==> src/rtl/gray_pkg.sv <==
// Shared types and helpers for the Gray counter receive path.
// Helpers operate on 32-bit values; callers zero-extend narrower codes.
package gray_pkg;

  typedef enum logic {
    FILL  = 1'b0,
    TRACK = 1'b1
  } state_t;

  typedef struct packed {
    logic up;
    logic down;
    logic err;
  } ev_t;

  function automatic logic [31:0] gray2bin(input logic [31:0] g);
    logic [31:0] b;
    b[31] = g[31];
    for (int i = 30; i >= 0; i--) begin
      b[i] = b[i+1] ^ g[i];
    end
    return b;
  endfunction

  function automatic logic [31:0] bin2gray(input logic [31:0] b);
    return b ^ (b >> 1);
  endfunction

  function automatic logic [31:0] popcount(input logic [31:0] v);
    logic [31:0] n;
    n = '0;
    for (int i = 0; i < 32; i++) begin
      n = n + 32'(v[i]);
    end
    return n;
  endfunction

endpackage

==> src/rtl/gray_sync_chain.sv <==
// Reset-to-zero multi-flop synchronizer for a Gray-coded bus.
// Only one bit of the bus changes per source step, so per-bit sync is safe.
module gray_sync_chain #(
  parameter int WIDTH       = 4,
  parameter int SYNC_STAGES = 2
) (
  input  logic             clk,
  input  logic             rst_n,
  input  logic [WIDTH-1:0] d_i,
  output logic [WIDTH-1:0] q_o
);

  logic [WIDTH-1:0] sync_q [SYNC_STAGES];

  always_ff @(posedge clk) begin
    if (!rst_n) begin
      for (int i = 0; i < SYNC_STAGES; i++) begin
        sync_q[i] <= '0;
      end
    end else begin
      sync_q[0] <= d_i;
      for (int i = 1; i < SYNC_STAGES; i++) begin
        sync_q[i] <= sync_q[i-1];
      end
    end
  end

  assign q_o = sync_q[SYNC_STAGES-1];

endmodule

==> src/rtl/gray_sync_decoder.sv <==
// Synchronizes a Gray counter, decodes it and classifies each step.
// Optional direction check enabled by GRAY_SYNC_DIR_CHECK_EN.
module gray_sync_decoder
  import gray_pkg::*;
#(
  parameter int WIDTH       = 4,
  parameter int SYNC_STAGES = 2,
  parameter int ERR_CNT_W   = 8
`ifdef GRAY_SYNC_DIR_CHECK_EN
  ,
  parameter int EXPECT_DIR  = 0
`endif
) (
  input  logic                 clk,
  input  logic                 rst_n,
  input  logic [WIDTH-1:0]     gray_in,
  input  logic                 clear,
  output logic [WIDTH-1:0]     gray_out,
  output logic [WIDTH-1:0]     binary_out,
  output logic                 valid_out,
  output logic                 step_up,
  output logic                 step_down,
  output logic                 err_pulse,
  output logic                 err_sticky,
  output logic [ERR_CNT_W-1:0] err_count
`ifdef GRAY_SYNC_DIR_CHECK_EN
  ,
  output logic                 err_dir
`endif
);

  localparam int FILL_N = SYNC_STAGES + 1;
  localparam int CNT_W  = $clog2(FILL_N);

  localparam logic [CNT_W-1:0] FILL_LAST = CNT_W'(FILL_N - 1);

  state_t           state_q, state_d;
  logic [CNT_W-1:0] fill_q, fill_d;
  logic             track;

  logic [WIDTH-1:0] sync_w;
  logic [WIDTH-1:0] cur_q, prev_q;
  logic [WIDTH-1:0] bin_new, bin_prev, diff;
  logic [WIDTH-1:0] bin_q;

  ev_t  ev_d, ev_q;
  logic err_d;

  logic                 sticky_q;
  logic [ERR_CNT_W-1:0] cnt_q;

  gray_sync_chain #(
    .WIDTH      (WIDTH),
    .SYNC_STAGES(SYNC_STAGES)
  ) u_sync (
    .clk  (clk),
    .rst_n(rst_n),
    .d_i  (gray_in),
    .q_o  (sync_w)
  );

  always_ff @(posedge clk) begin
    if (!rst_n) begin
      state_q <= FILL;
      fill_q  <= '0;
    end else begin
      state_q <= state_d;
      fill_q  <= fill_d;
    end
  end

  always_comb begin
    state_d = state_q;
    fill_d  = fill_q;
    unique case (state_q)
      FILL: begin
        fill_d = fill_q + CNT_W'(1);
        if (fill_q == FILL_LAST) begin
          state_d = TRACK;
        end
      end
      TRACK: state_d = TRACK;
    endcase
  end

  always_comb begin
    track = 1'b0;
    unique case (state_q)
      FILL:  track = 1'b0;
      TRACK: track = 1'b1;
    endcase
  end

  assign valid_out = track;

  always_ff @(posedge clk) begin
    if (!rst_n) begin
      cur_q  <= '0;
      prev_q <= '0;
    end else begin
      cur_q  <= sync_w;
      prev_q <= cur_q;
    end
  end

  assign bin_new  = WIDTH'(gray2bin(32'(cur_q)));
  assign bin_prev = WIDTH'(gray2bin(32'(prev_q)));
  assign diff     = cur_q ^ prev_q;

  // Single-bit Gray change may still be an illegal jump in binary.
  always_comb begin
    logic one_bit;
    one_bit   = popcount(32'(diff)) == 32'd1;
    ev_d.up   = one_bit && (bin_new == bin_prev + WIDTH'(1));
    ev_d.down = one_bit && (bin_new == bin_prev - WIDTH'(1));
    ev_d.err  = (diff != '0) && !ev_d.up && !ev_d.down;
  end

`ifdef GRAY_SYNC_DIR_CHECK_EN
  logic dir_d, dir_q;

  assign dir_d = (EXPECT_DIR == 0) ? ev_d.down : ev_d.up;
  assign err_d = track && (ev_d.err || dir_d);

  always_ff @(posedge clk) begin
    if (!rst_n) begin
      dir_q <= 1'b0;
    end else begin
      dir_q <= track && dir_d;
    end
  end

  assign err_dir = dir_q;
`else
  assign err_d = track && ev_d.err;
`endif

  always_ff @(posedge clk) begin
    if (!rst_n) begin
      ev_q  <= '0;
      bin_q <= '0;
    end else begin
      ev_q.up   <= track && ev_d.up;
      ev_q.down <= track && ev_d.down;
      ev_q.err  <= err_d;
      bin_q     <= bin_new;
    end
  end

  // A new error wins over a simultaneous clear.
  always_ff @(posedge clk) begin
    if (!rst_n) begin
      sticky_q <= 1'b0;
      cnt_q    <= '0;
    end else if (clear) begin
      sticky_q <= err_d;
      cnt_q    <= err_d ? ERR_CNT_W'(1) : '0;
    end else if (err_d) begin
      sticky_q <= 1'b1;
      if (cnt_q != '1) begin
        cnt_q <= cnt_q + ERR_CNT_W'(1);
      end
    end
  end

  assign gray_out   = cur_q;
  assign binary_out = bin_q;
  assign step_up    = ev_q.up;
  assign step_down  = ev_q.down;
  assign err_pulse  = ev_q.err;
  assign err_sticky = sticky_q;
  assign err_count  = cnt_q;

endmodule

==> config.mk <==
export PLATFORM = sky130hd
export DESIGN_NAME = gray_sync_decoder
export DESIGN_NICKNAME = d
export VERILOG_FILES = /design/src/rtl/gray_pkg.sv /design/src/rtl/gray_sync_chain.sv /design/src/rtl/gray_sync_decoder.sv
export SDC_FILE = /design/constraint.sdc
export NUM_CORES = 1
export LEC_CHECK = 0
export ABC_CLOCK_PERIOD_IN_PS = 2800
export CORE_UTILIZATION = 40
export CTS_CLUSTER_DIAMETER = 150
export DETAILED_ROUTE_END_ITERATION = 10
export PLACE_DENSITY = 0.77
export SLEW_MARGIN = 20
export SYNTH_ARGS = -nofsm -noshare
export SYNTH_HDL_FRONTEND = slang
export SYNTH_SLANG_ARGS = --single-unit
==> constraint.sdc <==
create_clock -name clk -period 2.8 [get_ports clk]
set_clock_uncertainty 0.2 [all_clocks]
set_input_delay 0.56 -clock clk [delete_from_list [all_inputs] [get_ports clk]]
set_output_delay 0.56 -clock clk [all_outputs]
set_load 0.01 [all_outputs]
==> run metrics, run 1 <==
status=completed; Place WS=~13 ps; CP startpoint kind=flip-flop; Final Hold Fails=0; Reg-to-Reg End=err_count[3]; drt wl/cell=around 12 um; share of total power in sequential cells=46.7%; IO Count=28; Mean Syn Cell Area=9.38 um^2; Inserted Clock Buffers=5; Cell variety after synth=37; Clk Tree Root Cell=clkbuf_8; Worst Setup End Kind=flip-flop; Finished Cell Area=2180 um^2; Worst EP arrival=2740 ps; first-pass GRT wire length=5090 um; initial cell density of the core=42.0%; VDD IR max=0.000344 V; Fmax=368 MHz; Clock power frac=37.8%; Yosys Warn Count=0; total track usage=16.4%; worst min path class=flip-flop to flip-flop; Internal Power=roughly 870 uW; antenna-violating nets left=0; Tcrit/Tclk final=97.0%; Crit Reg-Reg Startpoint=prev_q[3]; Seq/Total Area, Yosys=between 40 and 50%; most instantiated library cell after synthesis=dfxtp_1; RD Place Congestion=0.772; Slew Viols, Final=0; layout cells sized above 1=23.0%; drt initial violations=38; antenna violations before repair=0; combinational power share=15.5%; port bufs=27; WS Path Type=flip-flop to flip-flop; Pleak=0.000872 uW; CTS H-tree depth=2; vias in the first global route=approximately 1,200; Worst setup endpoint=err_count[3]; Mapped Cells=164; max cap viols=0; FP Rows=22; Crit path required time=roughly 2800 ps; R2R Setup Slk=80 ps; DPL Wire Length=2080 um; critical hold path startpoint=u_sync.sync_q[1][1]; Worst R2R Path Depth=10; ys async rst share=0%; relative slew slack=50.0%; Area Overhead vs Synth=41.6%; Most used DFF post-synth=dfxtp_1; # DRC=0; clk_lat worst skew=290 ps; antenna fix cells=0; Overflow after GRT=0; drt pass-1 iters=4; final wirelength=around 3200 um; CTS Hold Bufs=0; Max clock buf depth=2; Yosys top cell by area=dfxtp_1; #FFs+latches synth=34; vias=1,283; NumNets Final=around 220; Tmin final=2720 ps; Power Density=528 nW/um^2; Vert. Die Dim=roughly 64 um; core box area=3660 um^2; Synth Cell Area=1540 um^2; CTS tree=yes; die area=about 4000 um^2; Vias/cell=4.99; worst setup margin=~85 ps; crit path from=prev_q[3]; switching power=283 uW; EDFF count, synth=0; sw frac=about 25%; CP max FO=4; post-route setup TNS=0 ps; number of clock sinks=34; clock slew at reported path FFs=approximately 70 ps; largest net degree at the start of global routing=21; Die X=64 um; most frequent cells after synthesis=dfxtp_1, and2_1, nor2_1; Setup violations, final=0; RSZ-0062 raised after global routing=true; top post-synthesis cells by area=dfxtp_1, and2_1, ha_1; Slew @ Worst Pin=745 ps; Synth top area share=44.3%; Post-DP Area=1940 um^2; Syn Nets=around 180
## area by class of cell
| type | instances | area (um^2) |
|---|---|---|
| multi-input cells | 115 | 900 |
| flip-flops and latches | 34 | 688 |
| clock buffers | 5 | 68.8 |
| fillers | 297 | 1480 |
| repair buffers | 42 | 383 |
| inverters | 10 | 37.5 |
| clock inverters | 3 | 40.0 |
| well taps | 48 | 60.1 |
## worst max-delay path, stage by stage (launching register included)
cell,delay (ps)
dfxtp_4,360
xor2_2,180
ha_1,340
xnor2_2,170
o21a_1,190
o21ai_1,110
a211oi_1,80
buf_4,160
o21a_4,230
or4_4,510
a21oi_2,130
## metal layers
metal,GRT usage (%),share of wire [%]
met1,19.9,46
met2,26.1,47
met3,5.36,5.4
met4,7.67,2.1
met5,0,0
## what timing repair did
item,CTS,global route
endpoints found under the setup margin,0,10
setup buffers,0,2
resized for setup,0,21
hold endpoints to repair,0,0
## power by group through the flow
stage | registers [uW] | clock network, uW | logic, uW
after floorplan | 548 | 0 | 93.9
after global placement | 545 | 0 | 152
after detailed placement | 547 | 0 | 155
after CTS | 537 | 442 | 156
after global routing | 540 | 468 | 204
final | 537 | 435 | 178
## sequential cells by signal (all words and copies together) (netlist names)
name and flops:
state_q 1, gray_out 4, fill_q 2, step_down 1, err_count 8, step_up 1, binary_out 3, u_sync.sync_q 8
err_sticky 1, prev_q 4, err_pulse 1
## layout by cell type (no fill, tap or decap), types with 5 or more instances in the layout
master / Yosys / layout
and2_1: 18 / 18
inv_1: 9 / 8
o21ai_1: 6 / 7
nand3_1: 6 / 6
buf_4: 2 / 15
and3_1: 5 / 5
a21oi_1: 8 / 7
clkbuf_8: 0 / 5
nand2_1: 7 / 7
dfxtp_1: 34 / 30
or3_1: 7 / 7
clkdlybuf4s50_1: 0 / 27
nor2_1: 10 / 10
## cells by family after synthesis
group | share of synthesized area (%)
and+or+nand+nor | 25.2
buffers and inverters | 5.13
DFF | 44.3
xor gates and xnor gates | 8.38
AOI/OAI and AO/OA | 10.8
adders and majority gates | 6.18
## stage by stage
step | total power (uW) | std cells | util (%) | hold slack (ps)
final | 1150 | 257 | 59.5 | 224
after global routing | 1210 | 257 | 59.5 | 238
after CTS | 1140 | 254 | 55.9 | 227
after detailed placement | 703 | 246 | 53.0 | 212
after global placement | 697 | 246 | 53.0 | 209
after floorplan | 642 | 164 | - | 206
## worst min path at each step
stage | endpoint | depth (start not counted)
floorplan | gray_out[1] | 1
CTS | gray_out[1] | 1
detailed placement | gray_out[1] | 1
global route | gray_out[1] | 1
global placement | gray_out[1] | 1
finish | gray_out[1] | 1
Power figures use the tool's default switching activity.
==> run 2, diff against run 1 <==
Settings changed: ABC_AREA from default to 1, PLACE_DENSITY 0.77 to 0.76.
==> run 2 against run 1 <==
  * Design area grew 6.3%
  * Synthesized cell count up 42%
  * Hold slack worse by 16 ps
  * Total power grew 17%
  * Non-clock buffer count unchanged
  * Combinational power increased by 38%
  * Worst setup slack worse by 19 ps
  * Clock-buffer cell count stayed put
  * Area after synthesis is 11% higher
  * Register-to-register slack got worse by 20 ps
  * Largest cell class unchanged
==> run metrics, run 2 <==
Clk Tree Root Cell=clkbuf_8; Most used DFF post-synth=dfxtp_1; antenna-violating nets left=0 (unchanged); drt initial violations=65 (+71%); CTS Hold Bufs=0 (unchanged); drt wl/cell=10.4 um (-16%); vias=1,498 (+17%); Internal Power=997 uW (+15%); total track usage=16.6% (+0.15 points); antenna violations before repair=0 (unchanged); Tcrit/Tclk final=97.6% (+0.68 points); Tmin final=2730 ps (+19.1 ps); clk_lat worst skew=300 ps (about the same); Synth Cell Area=1700 um^2 (+11%); port bufs=27 (unchanged); Syn Nets=247 (+39%); first-pass GRT wire length=5410 um (+6.2%); adder-cell share of the synthesized area=5.59% (-0.60 points); filler cell count=359 (+21%); Vert. Die Dim=67.2 um (+5.0%); antenna fix cells=0 (unchanged); switching power=349 uW (+23%); largest net degree at the start of global routing=27 (+29%); Seq/Total Area, Yosys=40.0% (-4.3 points); CP Buf/Inv Count=2 (+1); die area=4520 um^2 (+10%); ys async rst share=0% (unchanged); final cell count without fillers=328 (+28%); Mapped Cells=233 (+42%); CP Cell Sequence=xor2_2 > fa_1 > ha_2 > ha_4 > nor3b_2 > buf_4 > nand2_1 > nor2_4 > nand2_4 > nand4_4 > buf_4 > nor3_1 > nor2_1; #FFs+latches synth=34 (unchanged); WS Path Type=flip-flop to flip-flop; commonest non-fill, non-tap cell in the layout=nand2_1; EDFF count, synth=0 (unchanged); Area Overhead vs Synth=36.0%; Final Hold Fails=0 (unchanged); Inserted Clock Buffers=5 (unchanged); combinational family with the most area after synthesis=simple AND/OR/NAND/NOR gates; Post-Synth Simple-Gate Area=37.8% (+13 points); status=completed; number of clock sinks=34 (unchanged); CTS tree=yes; Crit path required time=2830 ps (about the same); Slew @ Worst Pin=305 ps (-439 ps); Yosys Warn Count=0 (unchanged); vias in the first global route=1,298 (+9.4%); Yosys top cell by area=dfxtp_1; Overflow after GRT=0 (unchanged); # DRC=0 (unchanged); combinational power share=18.2% (+2.7 points); clock slew at reported path FFs=70 ps (about the same); DP Cell Count=315 (+28%); Pleak=0.00114 uW (+31%); Vias/cell=4.57 (-8.5%); most frequent cells after synthesis=nand2_1, inv_1, dfxtp_1; crit-path leading delay family=adder cells; commonest cells after routing, fill and taps aside=nand2_1, inv_1, dfxtp_1, nor2_1, clkdlybuf4s50_1; core box area=4030 um^2 (+10%); CP max FO=5 (+1); Power Density=581 nW/um^2 (+10%); FP Rows=23 (+4.5%); relative slew slack=79.6% (+30 points); CTS H-tree depth=2 (unchanged); Slew Viols, Final=0 (unchanged); sw frac=25.9% (+1.3 points); drt pass-1 iters=4 (unchanged); Setup violations, final=0 (unchanged); Fmax=366 MHz (-0.70%); DPL Wire Length=2420 um (+17%); XOR/XNOR Fraction of Synth Area=2.06% (-6.3 points); top post-synthesis cells by area=dfxtp_1, nand2_1, inv_1; Synth top area share=40.0% (-4.3 points); final wirelength=3420 um (+7.3%); share of total power in sequential cells=41.2% (-5.5 points); Clock power frac=40.6% (+2.8 points); mux contribution to synthesized area=0% (unchanged); CP startpoint kind=flip-flop; CP peak stage delay=540 ps (+30 ps); most instantiated library cell after synthesis=nand2_1; RD Place Congestion=0.876 (+13%); post-route setup TNS=0 ps (unchanged); worst min path class=flip-flop to flip-flop; NumNets Final=291 (+31%); crit path max-delay cell type=fa_1; initial cell density of the core=42.2% (+0.23 points); Synth Area in Compound Gates=4.49% (-6.3 points); VDD IR max=0.000413 V (+20%); Die X=67.2 um (+5.0%); RSZ-0062 raised after global routing=true; CP dominant cell by count=buf_4; Worst EP arrival=2760 ps (+20 ps); Worst Setup End Kind=flip-flop; IO Count=28 (unchanged); Cell variety after synth=28 (-24%); Max clock buf depth=2 (unchanged); layout cells sized above 1=20.5% (-2.5 points); Mean Syn Cell Area=7.30 um^2 (-22%); max cap viols=0 (unchanged)
run 2: cell count changes in the layout (fill, tap and decap cells not counted), sizes merged, moves of 7 or more:
cell   previous run  this run
and2             18         0
inv               9        38
nand2             7        68
nand3             6        29
nor2             11        29
or3               7         0
run 2: worst paths after layout:
path / start / end / slack, ps / depth (start not counted)
setup / recovery: prev_q[0] / err_count[0] / 70 / 13
hold / removal: u_sync.sync_q[1][1] / gray_out[1] / 210 / 2
setup reg to reg: prev_q[0] / err_count[0] / 70 / 13
hold reg to reg: u_sync.sync_q[1][1] / gray_out[1] / 210 / 2
run 2: area by class of cell:
type	instances	area (um^2)	share of cell area [%]
repair buffers	42	383	16.5
multi-input cells	156	905	39.1
inverters	38	143	6.16
flip-flops and latches	34	684	29.6
well taps	50	62.6	2.70
clock inverters	3	68.8	2.97
clock buffers	5	68.8	2.97
run 2: power groups by stage:
stage	sequential [uW]	clock, uW	combinational [uW]
floorplan	570	0	136
global placement	562	0	223
detailed placement	563	0	229
CTS	553	555	232
global route	559	576	277
finish	554	547	245
run 2: metal layers:
| metal | vias to the layer above | GRT usage [%] | part of all wire, % |
|---|---|---|---|
| li1 | 806 | - | - |
| met1 | 649 | 20.5 | 47 |
| met2 | 33 | 25.6 | 45 |
| met3 | 10 | 4.90 | 5.0 |
| met4 | 0 | 9.04 | 2.8 |
| met5 | - | 0 | 0 |
run 2: cells by family after synthesis:
kind of cell | Yosys count
XOR/XNOR | 4
buffers and inverters | 43
AO/OA/AOI/OAI | 14
AND/OR/NAND/NOR | 131
adder cells (fa/ha/maj) | 7
flip-flops | 34
run 2: through the flow:
step / utilization [%] / total power, uW / area [um^2] / setup slack (ps) / hold slack (ps)
after floorplan: - / 706 / 1700 / 11.4 / 186
after global placement: 51.6 / 784 / 2080 / 50.0 / 189
after detailed placement: 51.6 / 792 / 2080 / -42.5 / 198
after CTS: 55.2 / 1340 / 2230 / 38.3 / 215
after global routing: 57.5 / 1410 / 2310 / -126 / 230
final: 57.5 / 1350 / 2310 / 65.9 / 208
run 2: worst min-delay path, cell delays in order, from the launching register on:
cell and delay [ps]:
dfxtp_1 300, nand2_1 50, inv_1 30
run 2: timing repair:
action / 4_1_cts / 5_1_grt
buffers inserted: 0 / 5
pin swaps: 0 / 10
hold endpoints to repair: 0 / 0
setup endpoints to repair: 8 / 8
gates resized for setup: 2 / 12
==> run 3, diff against run 2 <==
Settings changed: ABC_CLOCK_PERIOD_IN_PS 2800 to 3200, PLACE_DENSITY 0.76 to 0.73, SYNTH_HIERARCHICAL from default to 1.
Clock period 2.8 ns to 3.2 ns, I/O delays scaled along.
==> run 3 against run 2 <==
  * First-iteration DRC count up 25%
  * Clock-buffer cell count unchanged
  * Global-route usage down 1.4 points
  * Sequential power down 14%
  * Worst setup slack better by 170 ps
  * Flip-flop and latch count unchanged
  * Core utilization down 5.3 points
  * Fmax down 7.6%
  * Hold slack better by 6.9 ps
  * Area after synthesis up 7.2%
  * Critical path type unchanged
  * Critical endpoint is now err_count[4]
==> run metrics, run 3 <==
Overflow after GRT=0 (unchanged); Place WS=202 ps (+244 ps); Crit path required time=3180 ps (+350 ps); Power Density=507 nW/um^2 (-13%); drt initial violations=81 (+25%); FP Rows=24 (+4.3%); Mapped Cells=253 (+8.6%); CTS tree=yes; GR Util met3=3.63% (-1.3 points); vias in the first global route=1,408 (+8.5%); largest net degree at the start of global routing=16 (-41%); crit path from=prev_q[1]; drt pass-1 iters=4 (unchanged); NumNets Final=295 (+1.4%); Syn Nets=267 (+8.1%); IO Count=28 (unchanged); Inserted Clock Buffers=5 (unchanged); vias=1,544 (+3.1%); CP max FO=4 (-1); status=completed; DPL Wire Length=2600 um (+7.1%); Seq/Total Area, Yosys=37.3% (-2.7 points); Vert. Die Dim=69.5 um (+3.4%); layout cells sized above 1=16.3% (-4.2 points); Max clock buf depth=2 (unchanged); Clk Tree Root Cell=clkbuf_8; worst min path class=flip-flop to flip-flop; first-pass GRT wire length=5870 um (+8.4%); port bufs=27 (unchanged); Yosys top cell by area=dfxtp_1; Setup violations, final=0 (unchanged); most frequent cells after synthesis=nand2_1, inv_1, dfxtp_1; Fmax=338 MHz (-7.6%); VDD IR max=0.000264 V (-36%); drt wl/cell=9.97 um (-4.3%); critical hold path startpoint=u_sync/sync_q[0][3]; Yosys Warn Count=6 (+6); worst setup margin=240 ps (+174 ps); total track usage=15.2% (-1.4 points); CP startpoint kind=flip-flop; Synth Cell Area=1820 um^2 (+7.2%); RD Place Congestion=0.885 (+1.1%); initial cell density of the core=41.9% (-0.34 points); Die X=69.5 um (+3.4%); WS Path Type=flip-flop to flip-flop; ys async rst share=0% (unchanged); Synth top area share=37.3% (-2.7 points); area of the multi-input gates=918 um^2 (+1.5%); Slew @ Worst Pin=466 ps (+161 ps); final wirelength=3330 um (-2.5%); CTS H-tree depth=2 (unchanged); commonest non-fill, non-tap cell in the layout=nand2_1; antenna-violating nets left=0 (unchanged); Final Hold Fails=0 (unchanged); Area Overhead vs Synth=24.4%; filler cell count=410 (+14%); antenna fix cells=0 (unchanged); die area=4830 um^2 (+7.0%); relative slew slack=68.8% (-11 points); top post-synthesis cells by area=dfxtp_1, nand2_1, inv_1; Crit Reg-Reg Startpoint=prev_q[1]; max cap viols=0 (unchanged); #FFs+latches synth=34 (unchanged); clock slew at reported path FFs=70 ps (about the same); commonest cells after routing, fill and taps aside=nand2_1, inv_1, dfxtp_1, clkdlybuf4s50_1, nor2_1; Tmin final=2960 ps (+226 ps); Worst Setup End Kind=flip-flop; post-route setup TNS=0 ps (unchanged); Most used DFF post-synth=dfxtp_1; Worst EP arrival=2940 ps (+180 ps); Cell variety after synth=27 (-3.6%); Mean Syn Cell Area=7.21 um^2 (-1.3%); CTS Hold Bufs=0 (unchanged); clk_lat worst skew=290 ps (about the same); number of clock sinks=34 (unchanged); Tcrit/Tclk final=92.5% (-5.1 points); antenna violations before repair=0 (unchanged); met2 usage=24.7% (-0.92 points); core box area=4350 um^2 (+8.1%); Pleak=0.00109 uW (-4.6%); # DRC=0 (unchanged); RSZ-0062 raised after global routing=false; register area=683 um^2 (-0.18%); Vias/cell=4.62 (+1.2%); Slew Viols, Final=0 (unchanged); EDFF count, synth=0 (unchanged); most instantiated library cell after synthesis=nand2_1; busiest layer in global routing=met2; met1 global-route usage=18.5% (-2.0 points)
==> run 3: cell types whose count changed in the layout (fill, tap and decap cells not counted), sizes merged, moves of 2 or more <==
cell    before  now
nand2       68   73
buf         15    3
nand3       29   32
inv         38   44
clkinv       1    3
==> run 3: cell families after synthesis <==
logic type	Yosys count	synth area share, %
XOR/XNOR	4	1.92
adder cells (fa/ha/maj)	7	5.21
buffers and inverters	55	12.8
AO/OA/AOI/OAI	13	4.05
AND/OR/NAND/NOR	140	38.8
flip-flops	34	37.3
==> run 3: power by group <==
| group | switching, uW | internal (uW) |
|---|---|---|
| Clock | 159 | 312 |
| Combinational | 112 | 89.1 |
| Sequential | 22.5 | 456 |
| Total | 294 | 857 |
==> run 3: final timing paths <==
path | end | slack, ps | depth (start not counted)
min reg2reg | u_sync/sync_q[0][7] | 220 | 2
max reg2reg | err_count[4] | 240 | 15
min | u_sync/sync_q[0][7] | 220 | 2
max | err_count[4] | 240 | 15
==> run 3: routing by layer <==
layer	routed length, um	up-vias
li1	-	830
met1	1600	679
met2	1550	28
met3	112	7
met4	63	0
met5	0	-
==> run 3: per-stage QoR <==
stage | instances | area, um^2 | utilization, % | total power (uW) | hold slack, ps
3_3_place_gp | 326 | 2120 | 48.7 | 683 | 189
4_1_cts | 334 | 2260 | 51.9 | 1160 | 216
6_report | 334 | 2270 | 52.1 | 1150 | 215
2_1_floorplan | 253 | 1820 | - | 619 | 186
5_1_grt | 334 | 2270 | 52.1 | 1210 | 245
3_5_place_dp | 326 | 2120 | 48.7 | 689 | 198
==> run 3: area by class of cell <==
cell class,instances,share of cell area [%]
repair buffers,30,12.9
inverters,46,7.61
flip-flops and latches,34,30.1
multi-input cells,164,40.5
clock inverters,3,3.03
clock buffers,5,3.03
well taps,52,2.87
==> run 3: timing repair <==
item | 4_1_cts | 5_1_grt
setup endpoints to repair | 0 | 2
gates resized for setup | 0 | 3
buffers inserted | 0 | 0
==> run 3: critical path: stages, from the launching register on <==
cell	delay [ps]
dfxtp_1	450
xnor2_2	150
inv_1	80
fa_1	460
ha_1	200
ha_1	270
nor3b_1	250
nand2_1	100
nor2_2	120
nand2_1	80
nor2_2	130
nor2_4	50
nand3_2	90
nand2_2	80
nor2_1	110
nor2_1	50
